`src/rtl/mem_port_arbiter_pkg.sv`:
```
// Shared types and constants for the icache/dcache memory port arbiter.
package mem_arb_pkg;

  typedef enum logic [1:0] {
    IDLE      = 2'd0,
    ISSUE     = 2'd1,
    WAIT_RESP = 2'd2,
    RESP      = 2'd3
  } arb_state_t;

  typedef enum logic {
    ICACHE = 1'b0,
    DCACHE = 1'b1
  } arb_owner_t;

  // Instruction fetches always move a full doubleword.
  localparam logic [2:0] SIZE_DWORD = 3'b011;

endpackage

```
`src/rtl/mem_port_arbiter_if.sv`:
```
// Cache-side request/response ports and memory-side bus of the arbiter.
// The slave modport is the arbiter's view; master is the surrounding environment.
interface mem_port_arbiter_if #(
  parameter int unsigned ADDR_WIDTH = 64,
  parameter int unsigned DATA_WIDTH = 64
);

  // Instruction cache miss port
  logic                  ic_req;
  logic [ADDR_WIDTH-1:0] ic_addr;
  logic                  ic_done;
  logic [DATA_WIDTH-1:0] ic_rdata;

  // Data cache load/store port
  logic                  dc_read_req;
  logic                  dc_write_req;
  logic [ADDR_WIDTH-1:0] dc_addr;
  logic [DATA_WIDTH-1:0] dc_wdata;
  logic [2:0]            dc_size;
  logic                  dc_read_done;
  logic                  dc_write_done;
  logic [DATA_WIDTH-1:0] dc_rdata;

  // Memory bus
  logic                  bus_req;
  logic                  bus_we;
  logic [ADDR_WIDTH-1:0] bus_addr;
  logic [DATA_WIDTH-1:0] bus_wdata;
  logic [2:0]            bus_size;
  logic                  bus_ack;
  logic                  bus_resp_valid;
  logic [DATA_WIDTH-1:0] bus_rdata;

  logic                  arb_busy;

  modport slave (
    input  ic_req, ic_addr,
    output ic_done, ic_rdata,
    input  dc_read_req, dc_write_req, dc_addr, dc_wdata, dc_size,
    output dc_read_done, dc_write_done, dc_rdata,
    output bus_req, bus_we, bus_addr, bus_wdata, bus_size,
    input  bus_ack, bus_resp_valid, bus_rdata,
    output arb_busy
  );

  modport master (
    output ic_req, ic_addr,
    input  ic_done, ic_rdata,
    output dc_read_req, dc_write_req, dc_addr, dc_wdata, dc_size,
    input  dc_read_done, dc_write_done, dc_rdata,
    input  bus_req, bus_we, bus_addr, bus_wdata, bus_size,
    output bus_ack, bus_resp_valid, bus_rdata,
    input  arb_busy
  );

endinterface

```
`src/rtl/mem_port_arbiter_rr_arb2.sv`:
```
// Two-way round-robin picker: on contention the requester not granted last wins.
module rr_arb2
  import mem_arb_pkg::*;
(
  input  logic       req_ic_i,
  input  logic       req_dc_i,
  input  arb_owner_t last_grant_i,
  output logic       grant_valid_o,
  output arb_owner_t grant_owner_o
);

  // Combinational winner selection
  always_comb begin
    grant_valid_o = req_ic_i | req_dc_i;
    grant_owner_o = ICACHE;
    if (req_ic_i && req_dc_i) begin
      grant_owner_o = (last_grant_i == ICACHE) ? DCACHE : ICACHE;
    end else if (req_dc_i) begin
      grant_owner_o = DCACHE;
    end
  end

endmodule

```
`src/rtl/mem_port_arbiter.sv`:
```
// Shares one memory bus between the icache miss port and the dcache port.
// One transaction in flight at a time; the winner's request is latched at grant.
module mem_port_arbiter
  import mem_arb_pkg::*;
#(
  parameter int unsigned ADDR_WIDTH = 64,
  parameter int unsigned DATA_WIDTH = 64
) (
  input logic               clk,
  input logic               rst_n,
  mem_port_arbiter_if.slave port
);

  arb_state_t            state_q, state_d;
  arb_owner_t            owner_q, owner_d;
  arb_owner_t            last_grant_q, last_grant_d;
  logic                  we_q, we_d;
  logic [ADDR_WIDTH-1:0] addr_q, addr_d;
  logic [DATA_WIDTH-1:0] wdata_q, wdata_d;
  logic [2:0]            size_q, size_d;
  logic [DATA_WIDTH-1:0] ic_rdata_q, ic_rdata_d;
  logic [DATA_WIDTH-1:0] dc_rdata_q, dc_rdata_d;

  logic       dc_req;
  logic       grant_valid;
  arb_owner_t grant_owner;
  logic       capture;

  // A simultaneous dcache read and write is one dcache request; write wins later.
  assign dc_req = port.dc_read_req | port.dc_write_req;

  rr_arb2 u_rr_arb2 (
    .req_ic_i      (port.ic_req),
    .req_dc_i      (dc_req),
    .last_grant_i  (last_grant_q),
    .grant_valid_o (grant_valid),
    .grant_owner_o (grant_owner)
  );

  // Next-state, grant latching and read-data capture
  always_comb begin
    state_d      = state_q;
    owner_d      = owner_q;
    last_grant_d = last_grant_q;
    we_d         = we_q;
    addr_d       = addr_q;
    wdata_d      = wdata_q;
    size_d       = size_q;
    ic_rdata_d   = ic_rdata_q;
    dc_rdata_d   = dc_rdata_q;
    capture      = 1'b0;

    case (state_q)
      IDLE: begin
        if (grant_valid) begin
          owner_d      = grant_owner;
          last_grant_d = grant_owner;
          state_d      = ISSUE;
          if (grant_owner == DCACHE) begin
            we_d    = port.dc_write_req;
            addr_d  = port.dc_addr;
            wdata_d = port.dc_wdata;
            size_d  = port.dc_size;
          end else begin
            we_d    = 1'b0;
            addr_d  = port.ic_addr;
            wdata_d = '0;
            size_d  = SIZE_DWORD;
          end
        end
      end
      ISSUE: begin
        if (port.bus_ack) begin
          if (port.bus_resp_valid) begin
            state_d = RESP;
            capture = 1'b1;
          end else begin
            state_d = WAIT_RESP;
          end
        end
      end
      WAIT_RESP: begin
        if (port.bus_resp_valid) begin
          state_d = RESP;
          capture = 1'b1;
        end
      end
      RESP: begin
        state_d = IDLE;
      end
      default: begin
        state_d = IDLE;
      end
    endcase

    // Only reads return data; each port's rdata holds until its next read.
    if (capture && !we_q) begin
      if (owner_q == ICACHE) begin
        ic_rdata_d = port.bus_rdata;
      end else begin
        dc_rdata_d = port.bus_rdata;
      end
    end
  end

  // State, latched request and response registers
  always_ff @(posedge clk or negedge rst_n) begin
    if (!rst_n) begin
      state_q      <= IDLE;
      owner_q      <= ICACHE;
      last_grant_q <= ICACHE;
      we_q         <= 1'b0;
      addr_q       <= '0;
      wdata_q      <= '0;
      size_q       <= '0;
      ic_rdata_q   <= '0;
      dc_rdata_q   <= '0;
    end else begin
      state_q      <= state_d;
      owner_q      <= owner_d;
      last_grant_q <= last_grant_d;
      we_q         <= we_d;
      addr_q       <= addr_d;
      wdata_q      <= wdata_d;
      size_q       <= size_d;
      ic_rdata_q   <= ic_rdata_d;
      dc_rdata_q   <= dc_rdata_d;
    end
  end

  // All outputs come from flops or a state decode.
  assign port.bus_req       = (state_q == ISSUE);
  assign port.bus_we        = we_q;
  assign port.bus_addr      = addr_q;
  assign port.bus_wdata     = wdata_q;
  assign port.bus_size      = size_q;
  assign port.arb_busy      = (state_q != IDLE);
  assign port.ic_done       = (state_q == RESP) && (owner_q == ICACHE);
  assign port.dc_read_done  = (state_q == RESP) && (owner_q == DCACHE) && !we_q;
  assign port.dc_write_done = (state_q == RESP) && (owner_q == DCACHE) && we_q;
  assign port.ic_rdata      = ic_rdata_q;
  assign port.dc_rdata      = dc_rdata_q;

endmodule

```
`src/flat_wrapper.sv`:
```
// flat-port wrapper written by rule: the top's interface ports become plain ports
module mem_port_arbiter_flat import mem_arb_pkg::*;
#(
  parameter int unsigned ADDR_WIDTH = 64,
  parameter int unsigned DATA_WIDTH = 64
)
  (clk, rst_n, port_ic_req, port_ic_addr, port_ic_done, port_ic_rdata, port_dc_read_req, port_dc_write_req, port_dc_addr, port_dc_wdata, port_dc_size, port_dc_read_done, port_dc_write_done, port_dc_rdata, port_bus_req, port_bus_we, port_bus_addr, port_bus_wdata, port_bus_size, port_bus_ack, port_bus_resp_valid, port_bus_rdata, port_arb_busy);
  mem_port_arbiter_if #(.ADDR_WIDTH(ADDR_WIDTH), .DATA_WIDTH(DATA_WIDTH)) port_i ();
  input logic clk;
  input logic rst_n;
  input wire logic [$bits(port_i.ic_req)-1:0] port_ic_req;
  input wire logic [$bits(port_i.ic_addr)-1:0] port_ic_addr;
  output wire logic [$bits(port_i.ic_done)-1:0] port_ic_done;
  output wire logic [$bits(port_i.ic_rdata)-1:0] port_ic_rdata;
  input wire logic [$bits(port_i.dc_read_req)-1:0] port_dc_read_req;
  input wire logic [$bits(port_i.dc_write_req)-1:0] port_dc_write_req;
  input wire logic [$bits(port_i.dc_addr)-1:0] port_dc_addr;
  input wire logic [$bits(port_i.dc_wdata)-1:0] port_dc_wdata;
  input wire logic [$bits(port_i.dc_size)-1:0] port_dc_size;
  output wire logic [$bits(port_i.dc_read_done)-1:0] port_dc_read_done;
  output wire logic [$bits(port_i.dc_write_done)-1:0] port_dc_write_done;
  output wire logic [$bits(port_i.dc_rdata)-1:0] port_dc_rdata;
  output wire logic [$bits(port_i.bus_req)-1:0] port_bus_req;
  output wire logic [$bits(port_i.bus_we)-1:0] port_bus_we;
  output wire logic [$bits(port_i.bus_addr)-1:0] port_bus_addr;
  output wire logic [$bits(port_i.bus_wdata)-1:0] port_bus_wdata;
  output wire logic [$bits(port_i.bus_size)-1:0] port_bus_size;
  input wire logic [$bits(port_i.bus_ack)-1:0] port_bus_ack;
  input wire logic [$bits(port_i.bus_resp_valid)-1:0] port_bus_resp_valid;
  input wire logic [$bits(port_i.bus_rdata)-1:0] port_bus_rdata;
  output wire logic [$bits(port_i.arb_busy)-1:0] port_arb_busy;
  assign port_i.ic_req = port_ic_req;
  assign port_i.ic_addr = port_ic_addr;
  assign port_ic_done = port_i.ic_done;
  assign port_ic_rdata = port_i.ic_rdata;
  assign port_i.dc_read_req = port_dc_read_req;
  assign port_i.dc_write_req = port_dc_write_req;
  assign port_i.dc_addr = port_dc_addr;
  assign port_i.dc_wdata = port_dc_wdata;
  assign port_i.dc_size = port_dc_size;
  assign port_dc_read_done = port_i.dc_read_done;
  assign port_dc_write_done = port_i.dc_write_done;
  assign port_dc_rdata = port_i.dc_rdata;
  assign port_bus_req = port_i.bus_req;
  assign port_bus_we = port_i.bus_we;
  assign port_bus_addr = port_i.bus_addr;
  assign port_bus_wdata = port_i.bus_wdata;
  assign port_bus_size = port_i.bus_size;
  assign port_i.bus_ack = port_bus_ack;
  assign port_i.bus_resp_valid = port_bus_resp_valid;
  assign port_i.bus_rdata = port_bus_rdata;
  assign port_arb_busy = port_i.arb_busy;
  mem_port_arbiter #(.ADDR_WIDTH(ADDR_WIDTH), .DATA_WIDTH(DATA_WIDTH)) u_core (.clk(clk), .rst_n(rst_n), .port(port_i));
endmodule
```
`config.mk`:
```
export PLATFORM = sky130hd
export DESIGN_NAME = mem_port_arbiter_flat
export DESIGN_NICKNAME = d
export VERILOG_FILES = /design/src/rtl/mem_port_arbiter_pkg.sv /design/src/rtl/mem_port_arbiter_if.sv /design/src/rtl/mem_port_arbiter_rr_arb2.sv /design/src/rtl/mem_port_arbiter.sv /design/src/flat_wrapper.sv
export SDC_FILE = /design/constraint.sdc
export NUM_CORES = 1
export LEC_CHECK = 0
export BUFFER_PORTS_ARGS = -buffer_cell sky130_fd_sc_hd__buf_2
export CAP_MARGIN = 20
export CORE_AREA = 2 2 208 210
export CTS_CLUSTER_SIZE = 40
export DETAILED_ROUTE_END_ITERATION = 16
export DIE_AREA = 0 0 210 212
export GPL_TIMING_DRIVEN = 0
export PLACE_DENSITY = 0.53
export SLEW_MARGIN = 20
export SYNTH_ARGS = -nofsm -noshare
export SYNTH_HDL_FRONTEND = slang
export SYNTH_SLANG_ARGS = --single-unit
```
`constraint.sdc`:
```
create_clock -name clk -period 2.2 [get_ports clk]
set_input_delay 0.44 -clock clk [delete_from_list [all_inputs] [get_ports clk]]
set_output_delay 0.44 -clock clk [all_outputs]
set_load 0.01 [all_outputs]
```
# Word level (Yosys, flattened, before mapping)
# Index checks and enable logic that the tools add are counted.
# classes
n_eq_ne	6
n_mux	15
n_bitwise	3
reduce_logical	13
# op_table
op	n
$mux 64	2
$pmux 2 s4	1
$mux 1	7
$logic_and 1x1->1	6
$mux 2	3
$reduce_and 2->1	3
$eq 2x2->1 const B	2
$ne 2x1->1 const B	2
$mux 3	1
$reduce_and 3->1	1
$eq 2x1->1 const B	1
$logic_not 2->1	1
$ne 2x2->1 const B	1
$or 1x1->1	2
$pmux 1 s2	1
$reduce_bool 2->1	1
$logic_not 1->1	1
$not 1->1	1
# totals
regBits	263
inputBits	266
out_inout_bits	265

# Depth between registers and ports, before layout
# Gate-level depths: netlist (run 1).
# logic_depth
depth_word	5
depth_mapped	8

# Cells and area by module
# Synthesis (run 1) repeated with hierarchy kept, for this count alone.
# unflattened
hier_cells	877
hier_area_um2	10869.2
# modules_own_cells
module	n_inst	cells_each	area_per_inst_um2	seq_area_each_um2
mem_port_arbiter	1	875	10855.4	6581.3
rr_arb2	1	2	13.8	0.0

# Worst setup path before layout (run 1)
# OpenSTA, ideal clock, no wires.
# synth_path
path_kind	register -> register
from	register u_core.state_q[1]
to	register u_core.ic_rdata_q[10], in the netlist u_core.port.ic_rdata[10]
setup_time_ps	125
arrival_ps	1968
t_required_ps	2075
slack_ps	107
stages_incl_launch_ff	7
cell_sequence	dfrtp_1 -> inv_1 -> ha_1 -> a21oi_1 -> nor4_4 -> buf_6 -> mux2_4
# synth_via
elab_chain_cells	4
# synth_rtl
item	line	rtl
start: declaration	mem_port_arbiter.sv:14	arb_state_t state_q, state_d;
start signal: assignment	mem_port_arbiter.sv:119	state_q <= state_d;
$eq 2x1->1	-	
named net port_bus_req	flat_wrapper.sv:23	output wire logic [$bits(port_i.bus_req)-1:0] port_bus_req;
$pmux 1 s2	mem_port_arbiter.sv:53	case (state_q)
$logic_and 1x1->1	mem_port_arbiter.sv:97	if (capture && !we_q) begin
$reduce_and 2->1 (no line)	-	
end signal: assignment	mem_port_arbiter.sv:126	ic_rdata_q <= ic_rdata_d;
end: declaration	mem_port_arbiter.sv:21	logic [DATA_WIDTH-1:0] ic_rdata_q, ic_rdata_d;
# The timed path passes the listed nets, and every way through them passes these cells.
# A chain may end at the register's enable or synchronous reset.

# Worst setup path in the final report (run 1)
# layout_path
from	register u_core.state_q[0]
to	output port port_dc_write_done
# layout_via
elab_chain_cells	3
# layout_rtl
item	line	rtl
$eq 2x2->1	mem_port_arbiter.sv:140	assign port.dc_write_done = (state_q == RESP) && (owner_q == DCACHE) && we_q;
$logic_and 1x1->1 (2 in series)	mem_port_arbiter.sv:140	
end: declaration	flat_wrapper.sv:21	output wire logic [$bits(port_i.dc_write_done)-1:0] port_dc_write_done;
# No other way between the ends.

==> metrics.md, run 1 <==
| Metric | Value |
|---|---|
| Fin nets | `1577` |
| Power density cells | `1480 nW/um2` |
| Tcrit/Tclk final | `97.8%` |
| Grt met1 use | `17.7%` |
| Design area | `15100 um2` |
| Worst path max stage delay | `0.40 ns` |
| Worst Path Max Fanout | `3` |
| PortBufs | `530` |
| Register clock-pin slew on the reported worst setup and hold paths | `0.06 ns` |
| DIE WIDTH | `210 um` |
| Asr flop ratio synth | `100%` |
| Least-Margin Pin Slew | `0.684 ns` |
| Max cap viols | `0` |
| Final min period | `2.15 ns` |
| Area growth, synth to finish | `43.9%` |
| Worst reg2reg setup slack | `0.09 ns` |
| Latest clock arrival within the worst-skew pair | `0.56 ns` |
| Synth cell types | `27` |
| H-tree depth | `1` |
| CP endpoint kind | `output port` |
| Clock skew | `0.0154 ns` |
| Buf/Inv on CP | `2` |
| Maximum root-to-sink buffer count | `3` |
| Final hold violation count | `0` |
| Leak | `0.00794 uW` |
| Final setup fails | `0` |
| EDFF count, synth | `0` |
| Total power | `22300 uW` |
| Total CTS buffers | `30` |
| Largest cells by area after synthesis | `dfrtp_1, mux2_2, mux2i_1, a22o_1, mux2_4` |
| Die area | `44500 um2` |
| Final Wtd Congestion | `0.791` |
| Setup TNS | `0 ns` |
| Gr ovfl total | `0` |
| Vias in the first global route | `8579` |
| Detailed-route via count | `8129` |
| Dpl hpwl | `26200 um` |
| Share of post-route cells with drive strength above 1 | `57.2%` |
| Dpl cells | `1809` |
| Number of synthesis warnings | `0` |
| Via/cell ratio | `4.33` |
| Setup ws final | `0.0486 ns` |
| DR iter-0 viols | `299` |
| Crit-path cells | `buf_4 > ha_1 > and3_1 > buf_2` |
| CTS sink count | `263` |
| TritonRoute pass-1 iters | `4` |
| Critical path's slowest cell | `dfrtp_1` |
| Syn_area_per_cell | `14.3 um2` |
| Crit-path leading delay family | `flip-flops` |
| FMAX | `0.465 GHz` |
| Worst EP required | `1.76 ns` |
| FP Rows | `76` |
| Global Route met2 Usage | `26.2%` |
| CTS tree | `yes` |
| Unrepaired setup endpoints after global routing | `true` |
| Initial Util | `24.7%` |
| Detailed-route wire length per cell | `18.3 um` |
| Most frequent cells after synthesis | `dfrtp_1, mux2_2, nand2_1` |
| Syn nets | `1002` |
| Initial antenna violation count | `4` |
| Syn Std Cell Area | `10500 um2` |
| CTS Root Cell | `clkbuf_16` |
| Post-detailed-route count of antenna-violating nets | `0` |
| Met3 Usage GRT | `4.17%` |
| Hold WC Path Type | `input pin to flip-flop` |
| Worst slew margin | `54.0%` |
| Hold Path Origin | `port_dc_wdata[0]` |
| Setup crit start kind | `flip-flop` |
| VDD IR max | `531 uV` |
| WS Path Type | `flip-flop to output port` |
| Place WS | `-0.635 ns` |
| Fin cells | `1877` |
| Yosys top cell by area | `dfrtp_1` |
| Placed cell area | `13900 um2` |
| Most common cell in the netlist | `dfrtp_1` |
| Pin count of the biggest net entering global routing | `97` |
| Mapped Cells | `731` |
| Outcome | `finished clean` |
| Top cell type's share of synthesized area | `62.8%` |
| Tot GR Track Use | `14.8%` |
| Core area | `42500 um2` |
| Worst EP arrival | `1.71 ns` |
| Max-slew violations | `0` |
| # IOs | `531` |
| Worst Setup SP | `u_core.state_q[0]` |
| First-pass GRT wire length | `50900 um` |
| Global route hottest layer | `met2` |
| R2R Path Start | `u_core.state_q[0]` |
| Die Y | `212 um` |
| Sequential-to-total area share from yosys stat | `62.8%` |
| Top_reg_cell synth | `dfrtp_1` |
| WL final | `34300 um` |
| FF+latch count, synth | `263` |
| # DRC | `0` |
## state kept, by name, indices dropped and copies added (netlist names)
register	count
u_core.port.bus_addr	64
u_core.port.bus_wdata	64
u_core.port.dc_rdata	64
u_core.port.ic_rdata	64
u_core.port.bus_size	3
u_core.state_q	2
u_core.last_grant_q	1
u_core.port.bus_we	1
## cells in the final DEF, fill, tap and decap left out, types with 3 or more instances in the layout
cell type  count
a22o_1        66
mux2_2        96
nor2_1         3
buf_2        541
clkbuf_1      18
nand2_1       68
o21ai_0       64
mux2i_1       64
mux2_1         3
buf_6         10
inv_1          3
dfrtp_1      263
ha_1           4
clkinv_2       3
buf_8          6
clkbuf_8       8
mux2_4        30
clkbuf_16     31
buf_4         21
## layout make-up
cell class / instances / area (um2)
fillers: 4318 / 27400
flip-flops and latches: 263 / 6580
multi-input cells: 417 / 3620
repair buffers: 543 / 2810
clock buffers: 49 / 923
well taps: 546 / 683
plain buffers: 48 / 369
clock inverters: 6 / 82.6
inverters: 3 / 11.3
diodes: 2 / 5.00
## stage by stage
| stage | hold WS, ns | util, % |
|---|---|---|
| 6_report | 0.102 | 35.5 |
| 5_1_grt | 0.0939 | 35.5 |
| 4_1_cts | 0.0666 | 35.2 |
| 3_5_place_dp | 0.466 | 32.7 |
| 3_3_place_gp | 0.459 | 32.5 |
| 2_1_floorplan | 0.144 | - |
## power breakdown
part           switching (uW)  internal, uW  total [uW]
combinational            4650          4300        8940
sequential               1230          7130        8360
clock                    1970          3070        5050
## worst paths after layout
check	cells past startpoint	to
max	4	port_dc_write_done
min	2	u_core.port.bus_wdata[0]
max reg2reg	7	u_core.port.dc_rdata[6]
min reg2reg	2	u_core.port.bus_addr[43]
max in group asynchronous	3	u_core.port.bus_wdata[42]
min in group asynchronous	2	u_core.port.ic_rdata[57]
## per-layer routing
layer	part of all wire, %	routed length (um)	vias up
li1	-	-	3776
met1	41	13900	3932
met2	49	16900	353
met3	7.7	2650	60
met4	2.3	794	8
met5	0.13	45	-
## what timing repair did
action | in CTS | in global routing
hold buffers | 1 | 0
gates resized for setup | 7 | 25
cloned | 0 | 1
buffers inserted | 4 | 5
endpoints found under the hold margin | 72 | 0
pin swaps | 1 | 1
endpoints found under the setup margin | 231 | 161
## kinds of logic (layout without fill, tap and decap cells)
family | Yosys count | in the layout | synth area share [%]
adders and majority gates | 5 | 5 | 0.597
AOI/OAI and AO/OA | 139 | 139 | 9.30
DFF | 263 | 263 | 62.8
buffers and inverters | 51 | 649 | 3.03
muxes | 193 | 193 | 21.1
and+or+nand+nor | 80 | 80 | 3.21
other | 0 | 2 | 0
Power figures use the tool's default switching activity.
==> run 2, diff against run 1 <==
Clock period 2.2 ns to 2.5 ns, I/O delays scaled along.
==> run 2 against run 1 <==
Cell area is 0.97% lower. Worst hold slack better by 0.060 ns. Critical path depth unchanged. Total power is 13% lower. Global-route usage barely moved. Clock power fell by 12%. Via count is 0.31% lower. First-iteration DRC count up 12%. Cell count decreased by 0.37%. Register-to-register slack better by 0.17 ns. Clock skew decreased by 0.00074 ns. Critical endpoint is now port_arb_busy. Largest cell class unchanged.
==> metrics.md, run 2 (synthesized netlist as in run 1, its figures left out) <==
| Metric | Value |
|---|---|
| Unrepaired setup endpoints after global routing | `false` |
| Setup crit start kind | `flip-flop` |
| # DRC | `0 (unchanged)` |
| Sequential cell area | `6580 um2 (unchanged)` |
| Worst slew margin | `41.1% (-13 points)` |
| Leak | `0.00788 uW (-0.68%)` |
| Filler instances | `4333 (+0.35%)` |
| Via/cell ratio | `4.33 (about the same)` |
| Crit path to | `port_arb_busy` |
| Crit-path cells | `inv_1 > ha_1 > inv_1 > buf_2` |
| DR iter-0 viols | `336 (+12%)` |
| VDD IR max | `468 uV (-12%)` |
| Worst EP required | `2.00 ns (+0.24 ns)` |
| Tot GR Track Use | `14.8% (about the same)` |
| Critical path's slowest cell | `dfrtp_1` |
| # IOs | `531 (unchanged)` |
| Worst EP arrival | `1.76 ns (+0.05 ns)` |
| Commonest cells after routing, fill and taps aside | `buf_2, dfrtp_1, mux2_2, nand2_1, a22o_1` |
| Worst Path Max Fanout | `6 (+3)` |
| Most frequent CP cell | `inv_1` |
| Post-detailed-route count of antenna-violating nets | `0 (unchanged)` |
| CTS tree | `yes` |
| Least-Margin Pin Slew | `0.878 ns (+0.193 ns)` |
| Design area | `14900 um2 (-0.97%)` |
| Initial antenna violation count | `4 (unchanged)` |
| Hold path cells | `2 (unchanged)` |
| Maximum root-to-sink buffer count | `3 (unchanged)` |
| Area growth, synth to finish | `42.5%` |
| Power density cells | `1310 nW/um2 (-12%)` |
| H-tree depth | `1 (unchanged)` |
| Max cap viols | `0 (unchanged)` |
| Pin count of the biggest net entering global routing | `97 (unchanged)` |
| WS Path Type | `flip-flop to output port` |
| TritonRoute pass-1 iters | `4 (unchanged)` |
| Core area | `42500 um2 (unchanged)` |
| Commonest non-fill, non-tap cell in the layout | `buf_2` |
| CTS Root Cell | `clkbuf_16` |
| R2R Path Start | `u_core.state_q[1]` |
| Fin nets | `1570 (-0.44%)` |
| Detailed-route wire length per cell | `18.2 um (-0.14%)` |
| PortBufs | `530 (unchanged)` |
| Worst reg2reg setup slack | `0.26 ns (+0.17 ns)` |
| Initial Util | `24.7% (unchanged)` |
| Detailed-route via count | `8104 (-0.31%)` |
| FMAX | `0.442 GHz` |
| Dpl hpwl | `26200 um (unchanged)` |
| Gr ovfl total | `0 (unchanged)` |
| Placed cell area | `13900 um2 (unchanged)` |
| Share of post-route cells with drive strength above 1 | `56.6% (-0.60 points)` |
| Cells on worst reg2reg path | `7 (unchanged)` |
| FP Rows | `76 (unchanged)` |
| Max-slew violations | `0 (unchanged)` |
| Worst path max stage delay | `0.42 ns (+0.02 ns)` |
| Die Y | `212 um (unchanged)` |
| DIE WIDTH | `210 um (unchanged)` |
| Total power | `19500 uW (-13%)` |
| Reg-to-reg endpoint | `u_core.port.dc_rdata[6]` |
| Die area | `44500 um2 (unchanged)` |
| Latest clock arrival within the worst-skew pair | `0.56 ns (about the same)` |
| Final setup fails | `0 (unchanged)` |
| Vias in the first global route | `8569 (-0.12%)` |
| Final Wtd Congestion | `0.791 (unchanged)` |
| Tcrit/Tclk final | `90.5%` |
| CP endpoint kind | `output port` |
| Area of the multi-input gates | `3580 um2 (-1.0%)` |
| WL final | `34100 um (-0.51%)` |
| Total CTS buffers | `30 (unchanged)` |
| Register clock-pin slew on the reported worst setup and hold paths | `0.06 ns (about the same)` |
| Final hold violation count | `0 (unchanged)` |
| Clock skew | `0.0147 ns (-0.000736 ns)` |
| CTS sink count | `263 (unchanged)` |
| Hold WC Path Type | `input pin to flip-flop` |
| Final min period | `2.26 ns` |
| First-pass GRT wire length | `50800 um (about the same)` |
| Worst Setup SP | `u_core.state_q[0]` |
| Outcome | `finished clean` |
run 2: critical path: cells and delay by family, from the launching register on:
family | cells | cell delay, ns
flops | 1 | 0.42
fa+ha+maj | 1 | 0.38
buf+inv | 3 | 0.40
run 2: timing repair:
action | in CTS | in global routing
cloned | 0 | 0
setup buffers | 3 | 0
gates resized for setup | 1 | 5
hold endpoints to repair | 72 | 0
endpoints found under the setup margin | 74 | 59
hold buffers | 1 | 0
pin swaps | 1 | 0
run 2: how the worst min path moves through the flow:
| stage | from | end | slack [ns] |
|---|---|---|---|
| 2_1_floorplan | rst_n | u_core.last_grant_q | 0.20 |
| 3_3_place_gp | u_core.port.bus_addr[9] | u_core.port.bus_addr[9] | 0.46 |
| 3_5_place_dp | u_core.port.bus_addr[45] | u_core.port.bus_addr[45] | 0.47 |
| 4_1_cts | port_dc_wdata[0] | u_core.port.bus_wdata[0] | 0.13 |
| 5_1_grt | port_dc_wdata[13] | u_core.port.bus_wdata[13] | 0.15 |
| 6_report | port_dc_wdata[0] | u_core.port.bus_wdata[0] | 0.16 |
run 2: per-layer routing:
metal | share of wire, % | routed length [um] | GRT usage (%)
met5 | 0.13 | 46 | 0
met2 | 49 | 16800 | 26.1
met4 | 2.2 | 754 | 4.16
met3 | 7.8 | 2680 | 4.18
met1 | 41 | 13900 | 17.7
run 2: layout make-up:
cell class | count | share of cell area (%)
timing repair buffer | 536 | 18.4
inverter | 3 | 0.0754
antenna | 2 | 0.0335
clock inverter | 6 | 0.553
multi-input combinational | 417 | 24.0
buffer | 48 | 2.12
sequential | 263 | 44.1
clock buffer | 49 | 6.18
tap | 546 | 4.57
run 2: stage by stage:
stage	setup TNS, ns	std cells	utilization, %	hold WS [ns]	worst slack [ns]
2_1_floorplan	0	731	-	0.204	0.407
3_3_place_gp	-1060.14	1807	32.5	0.459	-4.02
3_5_place_dp	-19.41	1809	32.7	0.466	-0.395
4_1_cts	0	1868	35.1	0.127	0.00620
5_1_grt	0	1869	35.1	0.154	0.0272
6_report	0	1870	35.1	0.162	0.238
run 2: report_power, final:
part / switching [uW] / internal, uW / total (uW)
Clock: 1730 / 2700 / 4440
Sequential: 1080 / 6280 / 7360
Combinational: 4050 / 3680 / 7730
Total: 6860 / 12700 / 19500
